### src/rtl/seq_chunk_adder_if.sv
// seq_chunk_adder_if
// Bundles the operand (input) and result (output) handshakes of
// seq_chunk_adder.
//   in_valid/in_ready/a/b/cin[/sub] : operand channel, producer -> adder
//   out_valid/out_ready/sum/cout/overflow : result channel, adder -> consumer
// Handshake rule, both channels: a transfer happens on a rising clk edge
// where valid && ready are both 1. The sender holds valid and its payload
// until that edge. ready may depend on the receiver's state only, never on
// the sender's valid.
// Optional feature: defining SEQ_CHUNK_ADDER_SUB_EN adds the sub signal.
interface seq_chunk_adder_if #(
  parameter int WIDTH = 16
);
  logic             in_valid;
  logic             in_ready;
  logic [WIDTH-1:0] a;
  logic [WIDTH-1:0] b;
  logic             cin;
`ifdef SEQ_CHUNK_ADDER_SUB_EN
  logic             sub;
`endif
  logic             out_valid;
  logic             out_ready;
  logic [WIDTH-1:0] sum;
  logic             cout;
  logic             overflow;

`ifdef SEQ_CHUNK_ADDER_SUB_EN
  modport master (output in_valid, a, b, cin, sub, out_ready,
                  input  in_ready, out_valid, sum, cout, overflow);
  modport slave  (input  in_valid, a, b, cin, sub, out_ready,
                  output in_ready, out_valid, sum, cout, overflow);
`else
  modport master (output in_valid, a, b, cin, out_ready,
                  input  in_ready, out_valid, sum, cout, overflow);
  modport slave  (input  in_valid, a, b, cin, out_ready,
                  output in_ready, out_valid, sum, cout, overflow);
`endif
endinterface

### src/rtl/seq_chunk_adder.sv
// seq_chunk_adder
// Multi-cycle adder: adds two WIDTH-bit operands CHUNK bits per clock. A
// single registered carry ripples from one chunk to the next. One result
// takes NCHUNK = WIDTH/CHUNK cycles in RUN.
// Ports:
//   clk      : clock, rising edge
//   rst_n    : asynchronous active-low reset
//   bus      : seq_chunk_adder_if.slave (operand and result handshakes)
//   state_o  : current FSM state (IDLE=0, RUN=1, DONE=2), debug visibility
// Optional feature: define SEQ_CHUNK_ADDER_SUB_EN to add the bus.sub input.
// With sub=1 the block computes a-b as a + ~b + 1, and cin is ignored.
module seq_chunk_adder #(
  parameter int WIDTH = 16,
  parameter int CHUNK = 4
) (
  input  logic                  clk,
  input  logic                  rst_n,
  seq_chunk_adder_if.slave      bus,
  output logic [1:0]            state_o
);

  localparam int NCHUNK = WIDTH / CHUNK;
  localparam int CNT_W  = (NCHUNK > 1) ? $clog2(NCHUNK) : 1;

  typedef enum logic [1:0] {
    IDLE = 2'd0,
    RUN  = 2'd1,
    DONE = 2'd2
  } state_t;

  state_t             state_q, state_d;
  logic [WIDTH-1:0]   a_q, a_d;
  logic [WIDTH-1:0]   b_q, b_d;
  logic [WIDTH-1:0]   acc_q, acc_d;
  logic               carry_q, carry_d;
  logic [CNT_W-1:0]   cnt_q, cnt_d;
  logic [WIDTH-1:0]   sum_q, sum_d;
  logic               cout_q, cout_d;
  logic               ovf_q, ovf_d;
  logic               a_msb_q, a_msb_d;
  logic               b_msb_q, b_msb_d;

  logic [WIDTH-1:0]   b_eff;
  logic               c_init;
  logic [CHUNK:0]     chunk_sum;
  logic [WIDTH-1:0]   acc_next;
  logic               in_ready_c;
  logic               out_valid_c;

  // Operand B and the initial carry, as seen at the accept edge.
`ifdef SEQ_CHUNK_ADDER_SUB_EN
  assign b_eff  = bus.sub ? ~bus.b : bus.b;
  assign c_init = bus.sub ? 1'b1   : bus.cin;
`else
  assign b_eff  = bus.b;
  assign c_init = bus.cin;
`endif

  // One chunk of the addition. The chunk's sum bits enter the accumulator
  // at the top. After NCHUNK shifts the first chunk has reached bit 0.
  // A shift by CHUNK avoids a zero-width slice when CHUNK == WIDTH.
  assign chunk_sum = {1'b0, a_q[CHUNK-1:0]} + {1'b0, b_q[CHUNK-1:0]}
                   + {{CHUNK{1'b0}}, carry_q};
  assign acc_next  = (acc_q >> CHUNK)
                   | (WIDTH'(chunk_sum[CHUNK-1:0]) << (WIDTH - CHUNK));

  always_comb begin
    state_d     = state_q;
    a_d         = a_q;
    b_d         = b_q;
    acc_d       = acc_q;
    carry_d     = carry_q;
    cnt_d       = cnt_q;
    sum_d       = sum_q;
    cout_d      = cout_q;
    ovf_d       = ovf_q;
    a_msb_d     = a_msb_q;
    b_msb_d     = b_msb_q;
    in_ready_c  = 1'b0;
    out_valid_c = 1'b0;

    case (state_q)
      IDLE: begin
        in_ready_c = 1'b1;
        if (bus.in_valid) begin
          a_d     = bus.a;
          b_d     = b_eff;
          carry_d = c_init;
          cnt_d   = '0;
          // Sign bits are kept separately because a_q and b_q shift away.
          a_msb_d = bus.a[WIDTH-1];
          b_msb_d = b_eff[WIDTH-1];
          state_d = RUN;
        end
      end
      RUN: begin
        a_d     = a_q >> CHUNK;
        b_d     = b_q >> CHUNK;
        acc_d   = acc_next;
        carry_d = chunk_sum[CHUNK];
        cnt_d   = cnt_q + CNT_W'(1);
        if (cnt_q == CNT_W'(NCHUNK - 1)) begin
          sum_d   = acc_next;
          cout_d  = chunk_sum[CHUNK];
          ovf_d   = (a_msb_q == b_msb_q) && (acc_next[WIDTH-1] != a_msb_q);
          state_d = DONE;
        end
      end
      DONE: begin
        out_valid_c = 1'b1;
        // in_ready stays low on the handshake cycle itself. It rises only
        // once the FSM is back in IDLE.
        if (bus.out_ready) state_d = IDLE;
      end
      default: state_d = IDLE;
    endcase
  end

  always_ff @(posedge clk or negedge rst_n) begin
    if (!rst_n) begin
      state_q <= IDLE;
      a_q     <= '0;
      b_q     <= '0;
      acc_q   <= '0;
      carry_q <= 1'b0;
      cnt_q   <= '0;
      sum_q   <= '0;
      cout_q  <= 1'b0;
      ovf_q   <= 1'b0;
      a_msb_q <= 1'b0;
      b_msb_q <= 1'b0;
    end else begin
      state_q <= state_d;
      a_q     <= a_d;
      b_q     <= b_d;
      acc_q   <= acc_d;
      carry_q <= carry_d;
      cnt_q   <= cnt_d;
      sum_q   <= sum_d;
      cout_q  <= cout_d;
      ovf_q   <= ovf_d;
      a_msb_q <= a_msb_d;
      b_msb_q <= b_msb_d;
    end
  end

  assign bus.in_ready  = in_ready_c;
  assign bus.out_valid = out_valid_c;
  assign bus.sum       = sum_q;
  assign bus.cout      = cout_q;
  assign bus.overflow  = ovf_q;
  assign state_o       = state_q;

endmodule

### src/flat_wrapper.sv
// flat-port wrapper written by rule: the top's interface ports become plain ports
module seq_chunk_adder_flat 
#(
  parameter int WIDTH = 16,
  parameter int CHUNK = 4
)
  (clk, rst_n, state_o, bus_in_valid, bus_a, bus_b, bus_cin, bus_out_ready, bus_in_ready, bus_out_valid, bus_sum, bus_cout, bus_overflow);
  seq_chunk_adder_if #(.WIDTH(WIDTH)) bus_i ();
  input  logic clk;
  input  logic rst_n;
  output logic [1:0] state_o;
  input wire logic [$bits(bus_i.in_valid)-1:0] bus_in_valid;
  input wire logic [$bits(bus_i.a)-1:0] bus_a;
  input wire logic [$bits(bus_i.b)-1:0] bus_b;
  input wire logic [$bits(bus_i.cin)-1:0] bus_cin;
  input wire logic [$bits(bus_i.out_ready)-1:0] bus_out_ready;
  output wire logic [$bits(bus_i.in_ready)-1:0] bus_in_ready;
  output wire logic [$bits(bus_i.out_valid)-1:0] bus_out_valid;
  output wire logic [$bits(bus_i.sum)-1:0] bus_sum;
  output wire logic [$bits(bus_i.cout)-1:0] bus_cout;
  output wire logic [$bits(bus_i.overflow)-1:0] bus_overflow;
  assign bus_i.in_valid = bus_in_valid;
  assign bus_i.a = bus_a;
  assign bus_i.b = bus_b;
  assign bus_i.cin = bus_cin;
  assign bus_i.out_ready = bus_out_ready;
  assign bus_in_ready = bus_i.in_ready;
  assign bus_out_valid = bus_i.out_valid;
  assign bus_sum = bus_i.sum;
  assign bus_cout = bus_i.cout;
  assign bus_overflow = bus_i.overflow;
  seq_chunk_adder #(.WIDTH(WIDTH), .CHUNK(CHUNK)) u_core (.clk(clk), .rst_n(rst_n), .bus(bus_i), .state_o(state_o));
endmodule
### config.mk
export PLATFORM = sky130hd
export DESIGN_NAME = seq_chunk_adder_flat
export DESIGN_NICKNAME = d
export VERILOG_FILES = /design/src/rtl/seq_chunk_adder_if.sv /design/src/rtl/seq_chunk_adder.sv /design/src/flat_wrapper.sv
export SDC_FILE = /design/constraint.sdc
export NUM_CORES = 1
export LEC_CHECK = 0
export BUFFER_PORTS_ARGS = -buffer_cell sky130_fd_sc_hd__buf_2
export CAP_MARGIN = 10
export CORE_UTILIZATION = 49
export CTS_CLUSTER_DIAMETER = 60
export DETAILED_ROUTE_END_ITERATION = 8
export GPL_TIMING_DRIVEN = 0
export PLACE_DENSITY = 0.84
export RECOVER_POWER = 25
export SLEW_MARGIN = 20
export SYNTH_ARGS = -nofsm -noshare
export SYNTH_HDL_FRONTEND = slang
export SYNTH_SLANG_ARGS = --single-unit
### constraint.sdc
create_clock -name clk -period 1.58 [get_ports clk]
set_input_delay 0.158 -clock clk [delete_from_list [all_inputs] [get_ports clk]]
set_output_delay 0.158 -clock clk [all_outputs]
set_load 0.1 [all_outputs]
==> results of run 1 <==
[per-stage QoR]
stage / cell area (um^2) / worst slack [ns] / utilization, % / TNS, ns / hold slack [ns]
floorplan: 3070 / -0.0589 / - / -0.505 / -0.138
global placement: 3450 / -0.156 / 57.9 / -0.680 / 0.355
detailed placement: 3470 / -0.170 / 58.3 / -0.629 / 0.112
CTS: 3680 / -0.0620 / 61.8 / -0.202 / 0.00652
global route: 3740 / -0.132 / 62.9 / -3.16 / 0.0196
finish: 3740 / -0.0735 / 62.9 / -0.254 / 0.0157
[worst max-delay path: stages, from the launching register on]
cell     delay (ns)
dfrtp_1        0.42
fa_2           0.41
inv_2          0.07
fa_2           0.21
inv_2          0.04
a21o_1         0.16
a21oi_2        0.16
o21ai_1        0.08
[path summary, 6_finish.rpt]
path / start / endpoint / slack, ns / depth (start not counted)
worst max-delay path: u_core.carry_q / u_core.carry_q / -0.07 / 7
worst min-delay path: bus_b[12] / u_core.b_q[12] / 0.02 / 3
worst max register to register: u_core.carry_q / u_core.carry_q / -0.07 / 7
worst min register to register: u_core.acc_q[6] / u_core.acc_q[6] / 0.48 / 2
max in group asynchronous: rst_n / u_core.a_q[0] / 0.20 / 3
min in group asynchronous: rst_n / u_core.acc_q[7] / 0.39 / 2
[placed cells by master (no fill, tap or decap), types with 2 or more instances in the layout]
cell type	netlist	layout
nand2_1	74	74
dfrtp_1	69	67
buf_2	7	61
o21ai_0	38	30
mux2i_1	22	22
clkbuf_8	0	11
mux2_4	10	10
o21ai_1	3	10
buf_4	3	9
clkbuf_1	4	5
mux2_2	5	5
buf_6	3	4
nor2_1	4	3
ha_1	4	3
inv_1	5	2
inv_2	0	2
a21oi_1	4	2
buf_8	0	2
clkbuf_2	0	2
a21o_1	2	2
a22o_1	2	2
nand3_1	2	2
fa_2	0	2
clkinv_2	0	2
dlygate4sd3_1	0	2
[sequential cells by signal, indices dropped and copies added (netlist names)]
register,count
u_core.a_q,16
u_core.acc_q,12
u_core.b_msb_q,1
u_core.bus.overflow,1
u_core.cnt_q,2
u_core.bus.cout,1
u_core.state_o,2
u_core.a_msb_q,1
u_core.carry_q,1
u_core.b_q,16
u_core.bus.sum,16
[area by class of cell]
type	count	area, um^2
Multi-Input combinational cell	186	1230
Inverter	5	22.5
Clock inverter	2	10.0
Timing Repair Buffer	67	375
Fill cell	475	2210
Sequential cell	69	1730
Tap cell	75	93.8
Buffer	17	121
Clock buffer	13	159
[routing by layer]
metal / vias up / track usage, % / wire length, um
met5: - / 0 / 0
met1: 1065 / 28.9 / 2880
met2: 68 / 34.2 / 3130
li1: 1079 / - / -
met3: 6 / 5.84 / 299
met4: 0 / 7.86 / 62
[kinds of logic after synthesis]
logic type                 Yosys count
AOI/OAI and AO/OA                   53
xor gates and xnor gates             2
adders and majority gates            6
buffers and inverters               22
DFF                                 69
muxes                               37
and+or+nand+nor                     88
[repair_timing]
| item | CTS | global route |
|---|---|---|
| hold endpoints to repair | 29 | 1 |
| setup endpoints to repair | 8 | 33 |
| setup buffers | 2 | 4 |
| resized for setup | 9 | 17 |
| hold buffers | 1 | 1 |
| pin swaps | 7 | 7 |
==> results.cfg, run 1 <==
[run_status]
status = complete, but fails checks
violations = setup timing

[final_layout]
diodes = 0
area_delta_synth_final_pct = 22.9
stdcell_count = 434
layout-drive-gt1-share_pct = 34.0
final_nets = 398

[cts]
htreeDepth = 3
clkSinkCount = 69
cts.clk_slew.worst_paths_ns = 0.07
clock_latency_ns = 0.34
cts_buffers = 9
cts_root_buffer = clkbuf_8
cts_tree = done
clockBufferDepth = 2

[synth]
synthArstFlopShare_pct = 100
syn_nets = 320
synth_flop_cell = dfrtp_1
synth_top_family_by_area = multiplexers
synth_xor_area_share_pct = 0.575
yosys_warnings = 0
yosysTopAreaCell = dfrtp_1
synth.most_common_cell = nand2_1
synth.top_cell.area_share_pct = 56.7
ys_seq_elements = 69
synth_edf_count = 0
synth_fa_ha_area_share_pct = 2.96
seq_area_frac_synth_pct = 56.7
yosys.area_share.simple_pct = 12.1
synth.distinct_cells = 32
synth.avg_cell_area_um2 = 11.0
synth.cell_area_um2 = 3050
muxShareOfSynthArea_pct = 14.0
synthTopCellsByCount = nand2_1, dfrtp_1, o21ai_0
synth_compound_area_share_pct = 9.53
synthTopCellsByArea = dfrtp_1, nand2_1, mux2i_1
syn-instance-count = 277

[floorplanning]
start_util_pct = 51.1
die_height_um = 80.8
die_w_um = 80.8
core.rowCount = 28
fp.coreArea_um2 = 5960
die_area_um2 = 6530
io_pins = 59

[sta]
relSlewSlack_pct = 51.8
finalHoldViolations = 0
setup_violations = 6
rsz0062_at_grt = true
fmax_mhz = 605
skew_ns = 0.0122
fin_ws_ns = -0.0735
fin_crit_sh_pct = 105
finalCriticalPeriod_ns = 1.65
worst_slew_pin_slew_ns = 0.722
drv_slew = 0

[worst_setup_path]
crit_fanout = 2
critical_path_arrival_ns = 1.88
crit_path_start_kind = flop
critPathKind = reg2reg
critPathRequiredTime_ns = 1.80
cp-end-kind = flop

[routing]
drtIter0Drc = 122
dr.pass1.iters = 4
vias = 2218
viasPerCell = 5.11
drtAntennaViolNets = 0
drc_errors = 0
drt-wirelength-per-cell_um = 14.7
wl_um = 6370

[global_routing]
grt_overflow = 0
antenna_found_initial = 0
grt_pass1_wl_um = 10500
grt_pass1_vias = 2176
grt_max_degree = 41
grt.total_usage_pct = 21.7

[hold_path]
min_path_type = in2reg

[flow_run]
drv_cap = 0

[placed_design]
post-dp-hpwl_um = 4500
gp_congestion = 0.791
port_buffers = 58
placed_cells = 411
Power of run 1 is not shown: default switching activity piles up to over one toggle a cycle in this logic, so the estimate is an artifact.
==> run 2: changes to the inputs <==
ABC_AREA = 1   (was unset)
CAP_MARGIN = 20   (was 10)
==> run 2 against run 1 <==
  * The flow now finishes without violations
  * First-iteration DRC count shrank 9.8%
  * Non-clock buffer count shrank 3
  * Wire length increased by 2.4%
  * Register-to-register slack better by 0.12 ns
  * Core utilization is 2.0 points higher
  * Die area up 1.2%
  * Sequential share of layout area down 1.6 points
  * Worst setup slack better by 0.12 ns
  * Hold slack hardly changed
  * Area after synthesis up 1.2%
  * Critical endpoint is now u_core.bus.sum[13]
==> results.cfg, run 2 <==
[cts]
clock_latency_ns = 0.35
cts.clk_slew.worst_paths_ns = 0.08
clkSinkCount = 69
cts_tree = done
htreeDepth = 3
cts_root_buffer = clkbuf_8
clockBufferDepth = 2
cts_buffers = 9

[floorplanning]
core.rowCount = 28
die_area_um2 = 6610
die_w_um = 81.3
die_height_um = 81.3
fp.coreArea_um2 = 5990
start_util_pct = 51.5
io_pins = 59

[synth]
synthArstFlopShare_pct = 100
muxShareOfSynthArea_pct = 0
yosys.area_share.simple_pct = 19.4
synth.distinct_cells = 23
yosysTopAreaCell = dfrtp_1
yosys_warnings = 0
synthTopCellsByCount = nand2_1, dfrtp_1, o21ai_0
synth_top_family_by_area = simple AND/OR/NAND/NOR gates
synth.avg_cell_area_um2 = 8.54
synth_fa_ha_area_share_pct = 2.92
syn_nets = 404
synth.top_cell.area_share_pct = 56.0
synth_flop_cell = dfrtp_1
synthTopCellsByArea = dfrtp_1, nand2_1, o21ai_0
synth.cell_area_um2 = 3080
synth_edf_count = 0
seq_area_frac_synth_pct = 56.0
synth_compound_area_share_pct = 13.0
syn-instance-count = 361
ys_seq_elements = 69
synth.most_common_cell = nand2_1
synth_xor_area_share_pct = 0.284

[worst_setup_path]
critPathTopFamily = adder cells
crit_fanout = 2
reg2reg_from = u_core.a_q[0]
cp_slowest_cell = fa_2
cp-end-kind = flop
endpoint = u_core.bus.sum[13]
cp-startpoint = u_core.a_q[0]
critPathRequiredTime_ns = 1.86
crit_chain = fa_2 -> inv_2 -> fa_2 -> o21ai_1
crit_top_cell = fa_2
critPathKind = reg2reg
crit_path_start_kind = flop
critPathBufInv = 1
cpPeakStageDelay_ns = 0.45
rrSetupSlack_ns = 0.04
critical_path_arrival_ns = 1.82
cp.depth = 4
rr_worst_depth = 4
timing.rr.end = u_core.bus.sum[13]

[final_layout]
layout-drive-gt1-share_pct = 26.0
area_delta_synth_final_pct = 25.9
final_common_cell = nand2_1
postLayoutCoreUtil_pct = 64.8
diodes = 0
final_area_um2 = 3880
stdcell_count = 517
final_nets = 480
layout_common_cells = nand2_1, dfrtp_1, buf_2, o21ai_0, inv_1
fill_cells = 506

[hold_path]
min_path_type = in2reg

[sta]
setup_violations = 0
fmax_mhz = 650
finalCriticalPeriod_ns = 1.54
finalHoldViolations = 0
drv_slew = 0
worst_slew_pin_slew_ns = 0.834
fin_crit_sh_pct = 97.3
skew_ns = 0.0102
relSlewSlack_pct = 44.4

[routing]
drtIter0Drc = 110
viasPerCell = 4.90
drc_errors = 0
drt-wirelength-per-cell_um = 12.6
drtAntennaViolNets = 0
wl_um = 6520
dr.pass1.iters = 4
vias = 2531

[run_status]
status = completed

[global_routing]
antenna_found_initial = 0
grt_pass1_vias = 2465
grt_max_degree = 57
grt_pass1_wl_um = 11100
grt.total_usage_pct = 22.8
grt_overflow = 0

[placed_design]
port_buffers = 58
place_area_um2 = 3550
placed_cells = 495
post-dp-hpwl_um = 4640
gp_congestion = 0.807

[flow_run]
drv_cap = 0
==> run 2: metal layers <==
layer / global-route usage, % / wire, um
met1: 27.3 / 2810
met2: 38.3 / 3330
met3: 6.97 / 294
met4: 8.75 / 80
met5: 0 / 0
==> run 2: timing repair <==
| item | in CTS | in global routing |
|---|---|---|
| endpoints found under the hold margin | 70 | 0 |
| pin swaps | 0 | 3 |
| setup endpoints to repair | 22 | 40 |
| resized for setup | 6 | 16 |
| setup buffers | 0 | 4 |
| hold buffers | 2 | 0 |
==> run 2: cell families after synthesis <==
logic type | Yosys count
AO/OA/AOI/OAI | 76
XOR/XNOR | 1
adder cells (fa/ha/maj) | 6
buffers and inverters | 60
flip-flops | 69
AND/OR/NAND/NOR | 149
==> run 2: through the flow <==
stage	hold slack [ns]	setup slack (ns)	TNS, ns
floorplan	-0.138	-0.0566	-0.826
global placement	0.344	-0.128	-0.284
detailed placement	0.0246	-0.0906	-0.244
CTS	0.00278	-0.00692	-0.00692
global route	0.0227	-0.0131	-0.0254
finish	0.0156	0.0421	0
==> run 2: worst min path at each step <==
stage | start | to | slack [ns] | cells past startpoint
after floorplan | rst_n | u_core.a_msb_q | -0.14 | 0
after global placement | bus_out_ready | u_core.state_o[1] | 0.34 | 2
after detailed placement | rst_n | u_core.bus.sum[1] | 0.02 | 1
after CTS | bus_a[14] | u_core.a_q[14] | 0.003 | 3
after global routing | bus_a[14] | u_core.a_q[14] | 0.02 | 3
final | bus_a[13] | u_core.a_q[13] | 0.02 | 3
==> run 2: final cells by class <==
class                           instances  area, um^2  share of cell area [%]
Inverter                               44         198                    5.09
Sequential cell                        69        1730                    44.7
Multi-Input combinational cell        232        1160                    29.9
Buffer                                 16         101                    2.61
Clock inverter                          6        86.3                    2.22
Clock buffer                           10         138                    3.54
Tap cell                               75        93.8                    2.42
Timing Repair Buffer                   65         372                    9.57
==> run 2: worst min-delay path, cell delays in order <==
cell	delay, ns
buf_2	0.08
nand2_1	0.04
o21ai_0	0.06
Power of run 2 is left out for the same reason.
==> run 3: changes to the inputs <==
CORE_UTILIZATION = 45   (was 49)
PLACE_DENSITY = 0.76   (was 0.84)
clock period = 1.9 ns   (was 1.58 ns; I/O delays follow)
==> run 3 against run 2 <==
  * The run now ends with DRC left
  * Cell count shrank 0.58%
  * Clock skew shrank 0.0042 ns
  * Hold slack lost 0.0024 ns
  * Critical path type unchanged
  * Register-to-register slack gained 0.21 ns
  * Worst setup slack gained 0.21 ns
  * Core utilization shrank 7.3 points
  * Sequential share of layout area grew 1.6 points
==> results.cfg, run 3 (synthesized netlist as in run 2, its figures left out) <==
[run_status]
status = complete, but fails checks
violations = DRC

[final_layout]
stdcell_count = 514
ff_latch_area_um2 = 1730
final_common_cell = nand2_1
final_area_um2 = 3740
diodes = 0
layout-drive-gt1-share_pct = 22.9
fill_cells = 590
area_delta_synth_final_pct = 21.2
multiInputGateArea_um2 = 1100
layout_common_cells = nand2_1, dfrtp_1, buf_2, o21ai_0, inv_1
final_nets = 475

[floorplanning]
die_height_um = 84.8
core.rowCount = 29
die_w_um = 84.8
die_area_um2 = 7190
start_util_pct = 47.5
io_pins = 59
fp.coreArea_um2 = 6490

[global_routing]
grt_overflow = 0
grt_pass1_vias = 2458
grt.total_usage_pct = 20.1
antenna_found_initial = 0
grt_pass1_wl_um = 11200
grt_max_degree = 57

[routing]
drtAntennaViolNets = 0
drc_errors = 3
wl_um = 6360
viasPerCell = 4.84
dr.pass1.iters = 8
drtIter0Drc = 103
drt-wirelength-per-cell_um = 12.4
vias = 2486

[sta]
drv_slew = 0
setup_violations = 0
fmax_mhz = 608
timing.setup.tns_ns = 0
finalHoldViolations = 0
rsz0062_at_grt = false
finalCriticalPeriod_ns = 1.65
relSlewSlack_pct = 45.2
worst_slew_pin_slew_ns = 0.823
timing.hold.ws_ns = 0.0132
fin_crit_sh_pct = 86.6
skew_ns = 0.00600

[placed_design]
place_area_um2 = 3510
gp_congestion = 0.796
placed_cells = 497
port_buffers = 58
post-dp-hpwl_um = 4600

[worst_setup_path]
critPathRequiredTime_ns = 2.16
critPathKind = reg2reg
cp-end-kind = flop
critical_path_arrival_ns = 1.91
crit_path_start_kind = flop
crit_fanout = 2

[cts]
clock_latency_ns = 0.34
postCtsSetupRepairBufs = 0
cts_root_buffer = clkbuf_8
clockBufferDepth = 2
cts_buffers = 9
clkSinkCount = 69
cts_tree = done
cts.clk_slew.worst_paths_ns = 0.07
htreeDepth = 3

[hold_path]
min_path_type = in2reg

[flow_run]
drv_cap = 0
## run 3: metrics by stage
stage	worst slack, ns	utilization, %
6_report	0.255	57.5
4_1_cts	0.254	57.6
5_1_grt	0.114	57.5
2_1_floorplan	0.0604	-
3_3_place_gp	0.242	53.5
3_5_place_dp	0.261	54.0
## run 3: final timing paths
kind	startpoint	end	slack [ns]	depth (start not counted)
setup / recovery	u_core.carry_q	u_core.acc_q[13]	0.25	4
hold / removal	bus_out_ready	u_core.state_o[1]	0.01	2
max in group asynchronous	rst_n	u_core.state_o[0]	0.71	3
min in group asynchronous	rst_n	u_core.bus.sum[3]	0.45	2
setup reg to reg	u_core.carry_q	u_core.acc_q[13]	0.25	4
hold reg to reg	u_core.bus.sum[2]	u_core.bus.sum[2]	0.47	2
## run 3: repair_timing
| item | CTS | global route |
|---|---|---|
| endpoints found under the hold margin | 69 | 0 |
| hold buffers | 1 | 0 |
| resized for setup | 0 | 0 |
| endpoints found under the setup margin | 0 | 0 |
## run 3: layer usage
layer / GRT usage [%] / part of all wire, % / up-vias
met5: 0 / 0 / -
met4: 6.32 / 1.3 / 0
met3: 6.78 / 5.2 / 10
met2: 33.6 / 47 / 68
met1: 24.7 / 46 / 1137
li1: - / - / 1271
## run 3: layout make-up
class | count | share of cell area [%]
flip-flops and latches | 69 | 46.3
multi-input cells | 232 | 29.4
repair buffers | 60 | 8.74
inverters | 44 | 4.59
clock buffers | 10 | 3.68
well taps | 77 | 2.58
plain buffers | 16 | 2.41
clock inverters | 6 | 2.31
## run 3: critical path, cell delays in order (launching register included)
cell and delay, ns:
dfrtp_1 0.41, fa_1 0.46, inv_1 0.09, fa_1 0.44
o21ai_0 0.17
Power of run 3 is left out for the same reason.
